File: src/rtl/lsu_seq.sv
`default_nettype none
// ============================================================================
// Module   : lsu_seq
// Brief    : Sequential load/store unit; splits unaligned accesses into one or
//            two 8-byte memory beats and extends load results.
// Revision : 1.0 - initial release
// ============================================================================
module lsu_seq #(
   parameter int N = 64
) (
   input  logic           clk,
   input  logic           reset,
   input  logic           req_valid,
   input  logic           req_we,
   input  logic [N-1:0]   req_addr,
   input  logic [N-1:0]   req_wdata,
   input  logic [2:0]     memMask,
   input  logic           readOp,
   output logic           stall,
   output logic           done,
   output logic [N-1:0]   rdata,
   output logic           mem_req,
   output logic           mem_we,
   output logic [N-1:0]   mem_addr,
   output logic [N-1:0]   mem_wdata,
   output logic [7:0]     mem_wstrb,
   input  logic           mem_ready,
   input  logic [N-1:0]   mem_rdata,
   output logic [15:0]    split_cnt
);

   typedef enum logic [1:0] {
      S_IDLE  = 2'd0,
      S_BEAT1 = 2'd1,
      S_BEAT2 = 2'd2,
      S_RESP  = 2'd3
   } state_t;

   state_t           r_state;
   state_t           w_next;
   logic [N-1:0]     r_addr;
   logic [N-1:0]     r_wdata;
   logic [1:0]       r_size;
   logic             r_we;
   logic             r_sext;
   logic [N-1:0]     r_buf_lo;
   logic [N-1:0]     r_rdata;
   logic [15:0]      r_split_cnt;

   logic [1:0]       w_size;
   logic [2:0]       w_off;
   logic [3:0]       w_nbytes;
   logic [15:0]      w_strb16;
   logic [2*N-1:0]   w_wd128;
   logic             w_split;
   logic [N-1:0]     w_base;
   logic [N-1:0]     w_lo;
   logic [N-1:0]     w_raw;
   logic [N-1:0]     w_ext;

   // size code is log2 of the byte count
   always_comb begin
      w_size = 2'd0;
      if (memMask[2])      w_size = 2'd3;
      else if (memMask[1]) w_size = 2'd2;
      else if (memMask[0]) w_size = 2'd1;
   end

   assign w_off    = r_addr[2:0];
   assign w_nbytes = 4'd1 << r_size;
   assign w_strb16 = ((16'd1 << w_nbytes) - 16'd1) << w_off;
   assign w_wd128  = {{N{1'b0}}, r_wdata} << {w_off, 3'b000};
   assign w_split  = |w_strb16[15:8];
   assign w_base   = {r_addr[N-1:3], 3'b000};

   // The completing beat's data is used directly so rdata is ready in RESP.
   assign w_lo  = (r_state == S_BEAT1) ? mem_rdata : r_buf_lo;
   assign w_raw = N'({mem_rdata, w_lo} >> {w_off, 3'b000});

   always_comb begin
      w_ext = w_raw;
      case (r_size)
         2'd0:    w_ext = {{(N-8){r_sext & w_raw[7]}},   w_raw[7:0]};
         2'd1:    w_ext = {{(N-16){r_sext & w_raw[15]}}, w_raw[15:0]};
         2'd2:    w_ext = {{(N-32){r_sext & w_raw[31]}}, w_raw[31:0]};
         default: w_ext = w_raw;
      endcase
   end

   always_ff @(posedge clk) begin
      if (reset) begin
         r_state     <= S_IDLE;
         r_addr      <= '0;
         r_wdata     <= '0;
         r_size      <= 2'd0;
         r_we        <= 1'b0;
         r_sext      <= 1'b0;
         r_buf_lo    <= '0;
         r_rdata     <= '0;
         r_split_cnt <= 16'd0;
      end else begin
         r_state <= w_next;
         if (r_state == S_IDLE && req_valid) begin
            r_addr  <= req_addr;
            r_wdata <= req_wdata;
            r_size  <= w_size;
            r_we    <= req_we;
            r_sext  <= readOp;
         end
         if (r_state == S_BEAT1 && mem_ready) begin
            r_buf_lo <= mem_rdata;
            if (w_split && r_split_cnt != 16'hFFFF)
               r_split_cnt <= r_split_cnt + 16'd1;
         end
         if ((r_state == S_BEAT1 || r_state == S_BEAT2) && mem_ready && w_next == S_RESP)
            r_rdata <= r_we ? '0 : w_ext;
      end
   end

   always_comb begin
      w_next    = r_state;
      stall     = 1'b0;
      done      = 1'b0;
      mem_req   = 1'b0;
      mem_we    = 1'b0;
      mem_addr  = w_base;
      mem_wdata = '0;
      mem_wstrb = 8'h00;
      case (r_state)
         S_IDLE: begin
            if (req_valid) begin
               w_next = S_BEAT1;
               stall  = 1'b1;
            end
         end
         S_BEAT1: begin
            stall     = 1'b1;
            mem_req   = 1'b1;
            mem_we    = r_we;
            mem_wstrb = w_strb16[7:0];
            mem_wdata = w_wd128[N-1:0];
            if (mem_ready) w_next = w_split ? S_BEAT2 : S_RESP;
         end
         S_BEAT2: begin
            stall     = 1'b1;
            mem_req   = 1'b1;
            mem_we    = r_we;
            mem_addr  = w_base + N'(8);
            mem_wstrb = w_strb16[15:8];
            mem_wdata = w_wd128[2*N-1:N];
            if (mem_ready) w_next = S_RESP;
         end
         default: begin
            done   = 1'b1;
            w_next = S_IDLE;
         end
      endcase
      // Reset masks every outward request and handshake in the same cycle.
      if (reset) begin
         stall     = 1'b0;
         done      = 1'b0;
         mem_req   = 1'b0;
         mem_we    = 1'b0;
         mem_wstrb = 8'h00;
      end
   end

   assign rdata     = r_rdata;
   assign split_cnt = r_split_cnt;

endmodule
`default_nettype wire

File: config.mk
export PLATFORM = sky130hd
export DESIGN_NAME = lsu_seq
export DESIGN_NICKNAME = d
export VERILOG_FILES = /design/src/rtl/lsu_seq.sv
export SDC_FILE = /design/constraint.sdc
export NUM_CORES = 1
export LEC_CHECK = 0
export CAP_MARGIN = 20
export CELL_PAD_IN_SITES_DETAIL_PLACEMENT = 0
export CELL_PAD_IN_SITES_GLOBAL_PLACEMENT = 2
export CORE_MARGIN = 3
export CORE_UTILIZATION = 30
export DETAILED_ROUTE_END_ITERATION = 8
export PLACE_DENSITY_LB_ADDON = 0.1
export SLEW_MARGIN = 20
export SYNTH_ARGS = -nofsm -noshare
export SYNTH_HDL_FRONTEND = slang
export SYNTH_SLANG_ARGS = --single-unit
File: constraint.sdc
create_clock -name clk -period 7.1 [get_ports clk]
set_input_delay 1.065 -clock clk [delete_from_list [all_inputs] [get_ports clk]]
set_output_delay 1.065 -clock clk [all_outputs]
set_load 0.01 [all_outputs]
Yosys cells after proc, flatten, opt, wreduce, memory -nomap -nowiden
Cells that the tools add are included.

Add/subtract/negate cells: 3. Multipliers: 0. Divide/modulo/power cells: 0. Order comparisons: 0. Equal/unequal tests: 6. Shift operators: 5. Multiplexer cells: 24. Bitwise logic cells: 3. Reduce and logical (&&, ||, !) cells: 12.

Operators with widths (count): two-way mux 64 bit (3); one-hot mux 64 bit (3 select lines) (1); one-hot mux 64 bit (2 select lines) (1); left shift 64 x 6 -> 128 bit (1); right shift 128 x 6 -> 64 bit (1); adder 64 x 4 -> 64 bit, second input constant (1); adder 16 x 1 -> 16 bit, second input constant (1); != test 16 bit, second input constant (1); one-hot mux 8 bit (2 select lines) (1); left shift 1 x 4 -> 16 bit, first input constant (1); left shift 16 x 3 -> 16 bit (1); subtractor 16 x 1 -> 16 bit, second input constant (1); two-way mux 1 bit (10); two-way mux 2 bit (5); two-way mux 8 bit (1); OR reduction 8 bit (1); == test 2 bit, second input constant (3); one-hot mux 2 bit (3 select lines) (1); logical AND 1 bit (5); == test 2 x 1 -> 1 bit, second input constant (2); zero test 2 bit (2); left shift 1 x 2 -> 4 bit, first input constant (1); bitwise AND 1 bit (3); OR reduction 3 bit (1); 4 further kinds (4).

Flip-flop bits (word level): 278. Bits in latches: 0. Bits in writable memories: 0. Memory bits (read-only): 0. Input bits: 201. Memories kept: 0.

Depth between registers and ports, before layout
Depth after elaboration: 10. Depth in mapped cells: 14.

Worst setup path after synthesis
No wires, ideal clock.

Kind: flip-flop to output port. Start point: register r_state[1]. End point: output port mem_wstrb[1]. Arrival time: 2358 ps. Data required time: 6035 ps. Slack: 3677 ps. Stages on the path, launching flop included: 11. Cells stage by stage: dfxtp_1 > inv_1 > ha_1 > buf_6 > buf_2 > buf_1 > nand2_1 > clkbuf_1 > nor2_1 > o21ai_0 > a21oi_1.

Cells in the longest elaborated chain, start to end: 3. Elaborated cells on any way between the ends: 4. Classes of those cells: eq/ne: 2; mux: 2.

Ends and longest elaborated chain: start: declaration (line 39) `state_t r_state;`; start signal: assignment (line 102) `r_state <= w_next;`; == test 2 bit or == test 2 x 1 -> 1 bit (tied branches) (line 129) `case (r_state)`; one-hot mux 8 bit (2 select lines) * (line 129); two-way mux 8 bit * (line 159) `if (reset) begin`; end: declaration (line 26) `output logic [7:0] mem_wstrb,`.

Every way passes the cells marked *; elsewhere a longest branch is shown, timed or not.

Final worst setup path
Same ends and word-level chain as after synthesis.

==> metrics.csv <==
stage,metric,value,unit
status,status,completed,
clock_network,# H-tree levels,2,
sta,Achievable Freq,184.2,MHz
clock_network,clk sinks,278,
route,DR iter-0 viols,1157,
route,vias per inst,5.399,
synth,Synth area leader,dfxtp_1,
finish,FILL cells,5926,
setup_path,crit path max fanout,44,
sta,Final min period,5.429,ns
synth,Yosys cell types,65,
clock_network,"CTS clk-pin slew, worst paths",0.06,ns
floorplan,die area,61600,um^2
grt,initial antenna violation count,15,
synth,adder-cell share of the synthesized area,0.6399,%
sta,Clock Skew,0.02667,ns
clock_network,Clock Path Buffers,3,
clock_network,CTS resizes,0,
finish,Nets,2774,
clock_network,Root Driver,clkbuf_16,
grt,largest net degree at the start of global routing,78,
synth,largest family of logic cells by synthesized area,compound AO/OA/AOI/OAI gates,
sta,relative slew slack,31.29,%
clock_network,CTS tree,done,
synth,fraction of the mapped netlist area in compound gates,22.82,%
sta,final hold viol count,0,
route,WL/cell,23.90,um
grt,GRT Resource Usage Total,25.25,%
clock_network,CTS buffer count,37,
route,drc violations,0,
power,leakage power,0.007834,uW
route,Post-DRT Antenna Nets,0,
grt,first-pass GRT wire length,117200,um
job,max-cap violation count,0,
sta,Final Setup Violations,0,
floorplan,chip height,248.2,um
grt,grt ovf,0,
finish,layout cells sized above 1,9.799,%
setup_path,crit path DAT,4.36,ns
synth,Yosys Warn Count,0,
grt,vias in the first global route,18030,
synth,ranking of synthesized cells by area,"dfxtp_1 (32%), nand2_1 (11%), a21oi_1 (9.3%)",
synth,"Cell Area, Synth",17600,um^2
synth,post-synthesis simple-gate area fraction,20.54,%
floorplan,# IOs,421,
synth,most common cell in the synthesized netlist,nand2_1,
clock_network,hold bufs inserted after CTS,0,
synth,ys async rst share,0,%
route,DR pass1 iterations,5,
synth,sequential fraction of the synthesis area,31.62,%
synth,XOR/XNOR share of the synthesized area,3.583,%
synth,post-synth top area share,31.62,%
route,routed vias,18170,
sta,Slew @ Worst Pin,1.027,ns
floorplan,core box area,57920,um^2
finish,Register Area,5577,um^2
setup_path,crit path launch type,flop,
route,DRT Wirelength,80410,um
synth,mux cell area share after synthesis,15.62,%
sta,setup_tns,0,ns
finish,Syn-to-layout area delta,33.29,%
power,maximum vdd ir drop,152.7,uV
power,pwr dens,255.2,nW/um^2
sta,RSZ-0062 raised after global routing,false,
power,Power Total,5987,uW
floorplan,Initial Util,30.39,%
min_path,Hold WC Path Type,reg -> reg,
synth,Post-synth EDFFs,0,
finish,multi-input combinational cell area,11180,um^2
setup_path,required time worst endpoint,6.03,ns
placement,# port buffers,417,
synth,Commonest cells post-synth,"nand2_1 (530), a21oi_1 (328), dfxtp_1 (278)",
setup_path,endpoint type of the worst setup path,output port,
synth,Syn Inst Count,2283,
placement,HPWL after DPL,58090,um
placement,final weighted congestion in routability-driven placement,0.9207,
sta,max-slew violations,0,
clock_network,"Clk Latency, worst-skew pair",0.57,ns
floorplan,Die Span X,248.2,um
sta,period utilization,76.46,%
setup_path,Setup Crit Path Kind,reg -> out,
floorplan,Row Count,88,
synth,"Primary FF master, synth",dfxtp_1,
synth,Synth Register Bits,278,
clock_network,setup bufs post-CTS,0,
synth,Post-Syn Area per Cell,7.708,um^2
[where the power goes]
| part | internal (uW) | switching (uW) | leakage (uW) |
|---|---|---|---|
| sequential | 1700 | 198 | 0.00227 |
| clock | 1190 | 782 | 0.000627 |
| combinational | 862 | 1260 | 0.00494 |
| total | 3750 | 2240 | 0.00783 |
[through the flow]
step	hold slack, ns	instance area [um^2]	utilization, %	instances	setup slack (ns)
global placement	0.4406	22160	38.25	3290	2.415
CTS	0.4542	23440	40.47	3357	1.720
global route	0.4693	23450	40.49	3362	1.451
floorplan	0.4338	17610	-	2285	3.677
finish	0.4521	23460	40.50	3365	1.671
detailed placement	0.4460	22160	38.25	3290	2.358
[area by class of cell]
cell class	instances	share of cell area, %
multi-input combinational	1784	47.68
sequential	278	23.77
timing repair buffer	441	18.57
clock buffer	51	4.641
tap	765	4.081
clock inverter	16	0.8215
inverter	22	0.3521
antenna	8	0.08535
[critical path, stage by stage, from the launching register on]
cell	delay (ns)
dfxtp_1	0.37
inv_1	0.16
ha_4	0.62
nand2_1	0.48
nor2_1	0.91
o21ai_0	0.20
a21oi_1	0.41
clkdlybuf4s50_1	0.64
[state kept, by name, indices dropped and copies added, names as in the netlist]
| name | flops |
|---|---|
| r_addr | 64 |
| r_buf_lo | 64 |
| r_sext | 1 |
| r_size | 2 |
| r_state | 2 |
| r_wdata | 64 |
| r_we | 1 |
| rdata | 64 |
| split_cnt | 16 |
[layout by cell type (no fill, tap or decap), types with 32 or more instances in the layout]
master,n
mux2i_1,74
nor2_1,131
mux2_2,89
clkdlybuf4s50_1,416
nand3_1,42
mux4_2,44
a22o_1,32
clkbuf_16,37
a21oi_1,328
xnor2_1,53
dfxtp_1,275
a211oi_1,33
a22oi_1,58
nand2_1,528
nor2b_1,44
o21ai_0,67
[cell families (layout without fill, tap and decap cells)]
logic type      Yosys count  after routing
xor+xnor                 72             72
buf+inv                 223            530
mux                     208            208
fa+ha+maj                 9              9
other cells               1             11
flops                   278            278
simple gates            847            847
compound gates          645            645
[routing by layer]
layer | global-route usage [%] | vias to the layer above | part of all wire (%)
li1 | - | 8667 | -
met1 | 29.42 | 8766 | 39
met2 | 44.95 | 570 | 50
met3 | 5.070 | 145 | 6.0
met4 | 10.77 | 18 | 4.2
met5 | 0 | - | 0.15
[path summary, 6_finish.rpt]
check / endpoint / depth (start not counted) / slack [ns] / from
setup / recovery: mem_wstrb[1] / 7 / 1.67 / r_state[1]
hold / removal: r_buf_lo[8] / 2 / 0.45 / r_buf_lo[8]
setup reg to reg: rdata[62] / 11 / 2.80 / r_size[1]
hold reg to reg: r_buf_lo[8] / 2 / 0.45 / r_buf_lo[8]
Power figures use the tool's default switching activity.
==> RTL change 1, RTL diff (config.mk and constraints unchanged) <==
Encoding of `state_t`: now one-hot (4 bits for 4 states).
--- a/src/rtl/lsu_seq.sv
+++ b/src/rtl/lsu_seq.sv
@@ -29,11 +29,11 @@
    output logic [15:0]    split_cnt
 );
 
-   typedef enum logic [1:0] {
-      S_IDLE  = 2'd0,
-      S_BEAT1 = 2'd1,
-      S_BEAT2 = 2'd2,
-      S_RESP  = 2'd3
+   typedef enum logic [3:0] {
+      S_IDLE  = 4'b0001,
+      S_BEAT1 = 4'b0010,
+      S_BEAT2 = 4'b0100,
+      S_RESP  = 4'b1000
    } state_t;
 
    state_t           r_state;
Check against the original RTL: same outputs for any inputs over 4 cycles, from zero or initial values and one cycle with reset high; so few cycles prove little.
==> RTL change 1 against the original RTL <==
Sequential share of layout area increased by 0.12 points. Sequential cell count rose by 2. Synthesized cell count is the same. Clock skew is 0.0052 ns lower. Non-clock buffer count increased by 2. Area after synthesis rose by 0.47%. Design area is 0.23% higher. Critical path depth is 1 lower. Hold slack gained 0.00065 ns. Worst setup slack better by 0.17 ns. Wire length is 0.32% lower. Critical path type unchanged. Critical endpoint is now mem_wstrb[4].
Power is not compared: it rests on default switching activity, and its combinational part moved more than twofold at a synthesized area within 25%.
==> RTL change 1: results (changes against the original RTL) <==
grt_pass1_vias: 17800  # -1.3%
ys_warn_count: 0  # unchanged
synth_ff_type: "dfxtp_1"
finalWeightedCongestion: 0.874  # -5.1%
grt_pass1_wl_um: 118000  # +0.34%
slew_headroom: 0.288  # -0.0252
antenna_found_initial: 12  # -3
p_leak_nw: 8.08
multi_input_gates: 1796  # +0.67%
clockNetworkAreaShare: 0.0499  # -0.00476
hold_path_class: "reg2reg"
drive_above_1_share: 0.0783  # -0.0197
cts_root_buffer: "clkbuf_16"
fin_nets: 2786  # +0.43%
cp_slowest_cell: "nor2_1"
grt_max_degree: 176  # +130%
io_buffers: 417  # unchanged
synth-seq-cells: 280  # +0.72%
outcome: "complete, no violations"
cp_top_family: "simple AND/OR/NAND/NOR gates"
worst-path-max-fanout: 56  # +27%
clock_latency_ns: 0.56
place_area_sq_mm: 0.0223  # +0.70%
nNonClkBuffers: 443  # +0.45%
fin_tns_setup_ns: 0  # unchanged
synthTopCellsByCount: "nand2_1, a21oi_1, dfxtp_1, mux2i_1"
buffer_area_frac: 0.187  # +0.000906
sh_seq_area: 0.239  # +0.00116
hpwl_um: 58500  # +0.69%
fin_cells: 3378  # +0.39%
ir_drop_mv: 0.166
wire_per_inst_um: 23.7  # -0.70%
vias_per_cell: 5.40  # about the same
dp.cells: 3308  # +0.55%
cpPeakStageDelay_ns: 0.89  # -0.02 ns
ys_seq_area_frac: 0.317  # +0.000787
htree_levels: 2  # unchanged
nClkBuffers: 56  # +9.8%
multi_input_area_share: 0.479  # +0.00258
syn-instance-count: 2283  # unchanged
synthTopCellsByArea: "dfxtp_1, nand2_1, mux2i_1"
antenna_cells: 7  # -1
track_usage: 0.248  # -0.00460
seq_area_sq_mm: 0.00562  # +0.72%
intPower_mw: 3.09
design_area_sq_mm: 0.0235  # +0.23%
synth_cell_types: 72  # +11%
drt-initial-drc-count: 1277  # +10%
skew_ns: 0.0215  # -0.00516 ns
inverters_excl_clock: 24  # +9.1%
critPathArrivalTime_ns: 4.19  # -0.17 ns
fill_cells: 5936  # +0.17%
cts_buffer_depth: 3  # unchanged
==> RTL change 1: cell types whose count changed after synthesis, sizes merged, moves of 26 or more <==
| cell | unedited run | this run |
|---|---|---|
| nor2b | 46 | 6 |
| mux2 | 90 | 40 |
| o2bb2ai | 31 | 5 |
| a221o | 0 | 30 |
| a22oi | 58 | 17 |
| nand2 | 530 | 595 |
| mux2i | 74 | 163 |
| a21oi | 328 | 295 |
==> RTL change 1: kinds of logic after synthesis <==
kind of cell / after synthesis / share of synthesized area
compound gates: 558 / 0.194
xor+xnor: 69 / 0.0342
fa+ha+maj: 4 / 0.00269
buf+inv: 209 / 0.0495
flops: 280 / 0.317
mux: 258 / 0.188
other cells: 1 / 0.000212
simple gates: 904 / 0.215
==> RTL change 1: worst paths after layout <==
| check | start | end | slack (ns) | cells after the start |
|---|---|---|---|---|
| worst max-delay path | r_addr[0]$_SDFFE_PP0P_ | mem_wstrb[4] | 1.84 | 6 |
| worst min-delay path | r_buf_lo[11]$_SDFFE_PP0P_ | r_buf_lo[11]$_SDFFE_PP0P_ | 0.45 | 2 |
| worst max register to register | r_state[1]$_SDFF_PP0_ | rdata[62]$_SDFFE_PP0P_ | 2.73 | 9 |
| worst min register to register | r_buf_lo[11]$_SDFFE_PP0P_ | r_buf_lo[11]$_SDFFE_PP0P_ | 0.45 | 2 |
==> RTL change 1: per-layer routing <==
layer  wire [um]  GRT usage  vias to the layer above
li1            -          -                     8704
met1       32000      0.294                     8866
met2       40800      0.444                      533
met3        4740     0.0506                      124
met4        2520     0.0852                       14
met5         107          0                        -
==> RTL change 1: per-stage QoR <==
stage	hold slack [ns]	setup WS, ns
final	0.453	1.84
after floorplan	0.434	3.68
after global placement	0.441	2.58
after detailed placement	0.445	2.49
after global routing	0.471	1.63
after CTS	0.454	1.86
==> RTL change 2, RTL diff (same settings) <==
Made on the original files. `N`: 64 -> 32.
--- a/src/rtl/lsu_seq.sv
+++ b/src/rtl/lsu_seq.sv
@@ -6,7 +6,7 @@
 // Revision : 1.0 - initial release
 // ============================================================================
 module lsu_seq #(
-   parameter int N = 64
+   parameter int N = 32
 ) (
    input  logic           clk,
    input  logic           reset,
Interface: changed (6 resized); port bits go from 421 to 229. No check against the original RTL was run, so the function may have changed too.
==> RTL change 2 against the original RTL <==
First-iteration DRC count fell by 49%. Sequential cell count fell by 128. Design area fell by 46%. Power fell by 49%. Wire length fell by 57%. Area after synthesis fell by 46%. Sequential power fell by 46%. Via count fell by 47%. Worst setup slack improved by 0.87 ns. Critical path type unchanged.
==> RTL change 2: results (changes against the original RTL) <==
r2r_end: "rdata[31]$_SDFFE_PP0P_"
p_leak_nw: 4.29  # -45%
synthTopCellsByCount: "nand2_1, a21oi_1, dfxtp_1, clkbuf_1, nor2_1"
drt-initial-drc-count: 594  # -49%
buffer_area_frac: 0.189  # +0.00303
whs_ns: 0.456  # +0.00392 ns
grt_util_met1: 0.283  # -0.0115
ir_drop_mv: 0.168  # +10%
ys_seq_area_frac: 0.315  # -0.00162
skew_ns: 0.0179  # -0.00877 ns
inverters_excl_clock: 18  # -18%
crit_end: "mem_wdata[1]"
seq_cells: 150  # -46%
htree_levels: 4  # +2
grt_use_met3: 0.0322  # -0.0185
pg_seq_mw: 1.02  # -46%
multi_input_area_share: 0.479  # +0.00224
r2r_start: "r_addr[1]$_SDFFE_PP0P_"
nNonClkBuffers: 241  # -45%
met3_length_um: 1490  # -69%
io_buffers: 225  # -46%
cpPeakStageDelay_ns: 0.58  # -0.33 ns
cts_buffer_depth: 2  # -1
antenna_found_initial: 0  # -15
fin_nets: 1530  # -45%
nClkBuffers: 17  # -67%
critPathArrivalTime_ns: 3.49  # -0.87 ns
grt_pass1_vias: 9272  # -49%
grt_pass1_wl_um: 54000  # -54%
clockNetworkAreaShare: 0.0481  # -0.00647
antenna_cells: 0  # -8
min_from: "r_addr[24]$_SDFFE_PP0P_"
outcome: "complete, no violations"
hpwl_um: 23300  # -60%
drive_above_1_share: 0.0756  # -0.0224
top_layer: "met4"
synth_cell_types: 59  # -9.2%
multi_input_gates: 987  # -45%
power.density_mw_per_mm2: 243  # -4.9%
sh_seq_area: 0.239  # +0.00161
place_area_sq_mm: 0.0120  # -46%
switchingPower_mw: 1.21  # -46%
grt_max_degree: 84  # +7.7%
-- RTL change 2: metrics by stage --
| stage | instances | setup WS (ns) | power [mW] |
|---|---|---|---|
| 2_1_floorplan | 1267 | 3.78 | 1.72 |
| 3_3_place_gp | 1791 | 3.00 | 2.12 |
| 3_5_place_dp | 1791 | 2.94 | 2.12 |
| 4_1_cts | 1823 | 2.47 | 3.09 |
| 5_1_grt | 1824 | 2.17 | 3.23 |
| 6_report | 1824 | 2.55 | 3.05 |
-- RTL change 2: cell families after synthesis --
family / Yosys count / share of synthesized area
AO/OA/AOI/OAI: 357 / 0.226
XOR/XNOR: 28 / 0.0257
adder cells (fa/ha/maj): 10 / 0.0131
buffers and inverters: 130 / 0.0579
flip-flops: 150 / 0.315
multiplexers: 107 / 0.140
other: 1 / 0.000393
AND/OR/NAND/NOR: 482 / 0.222
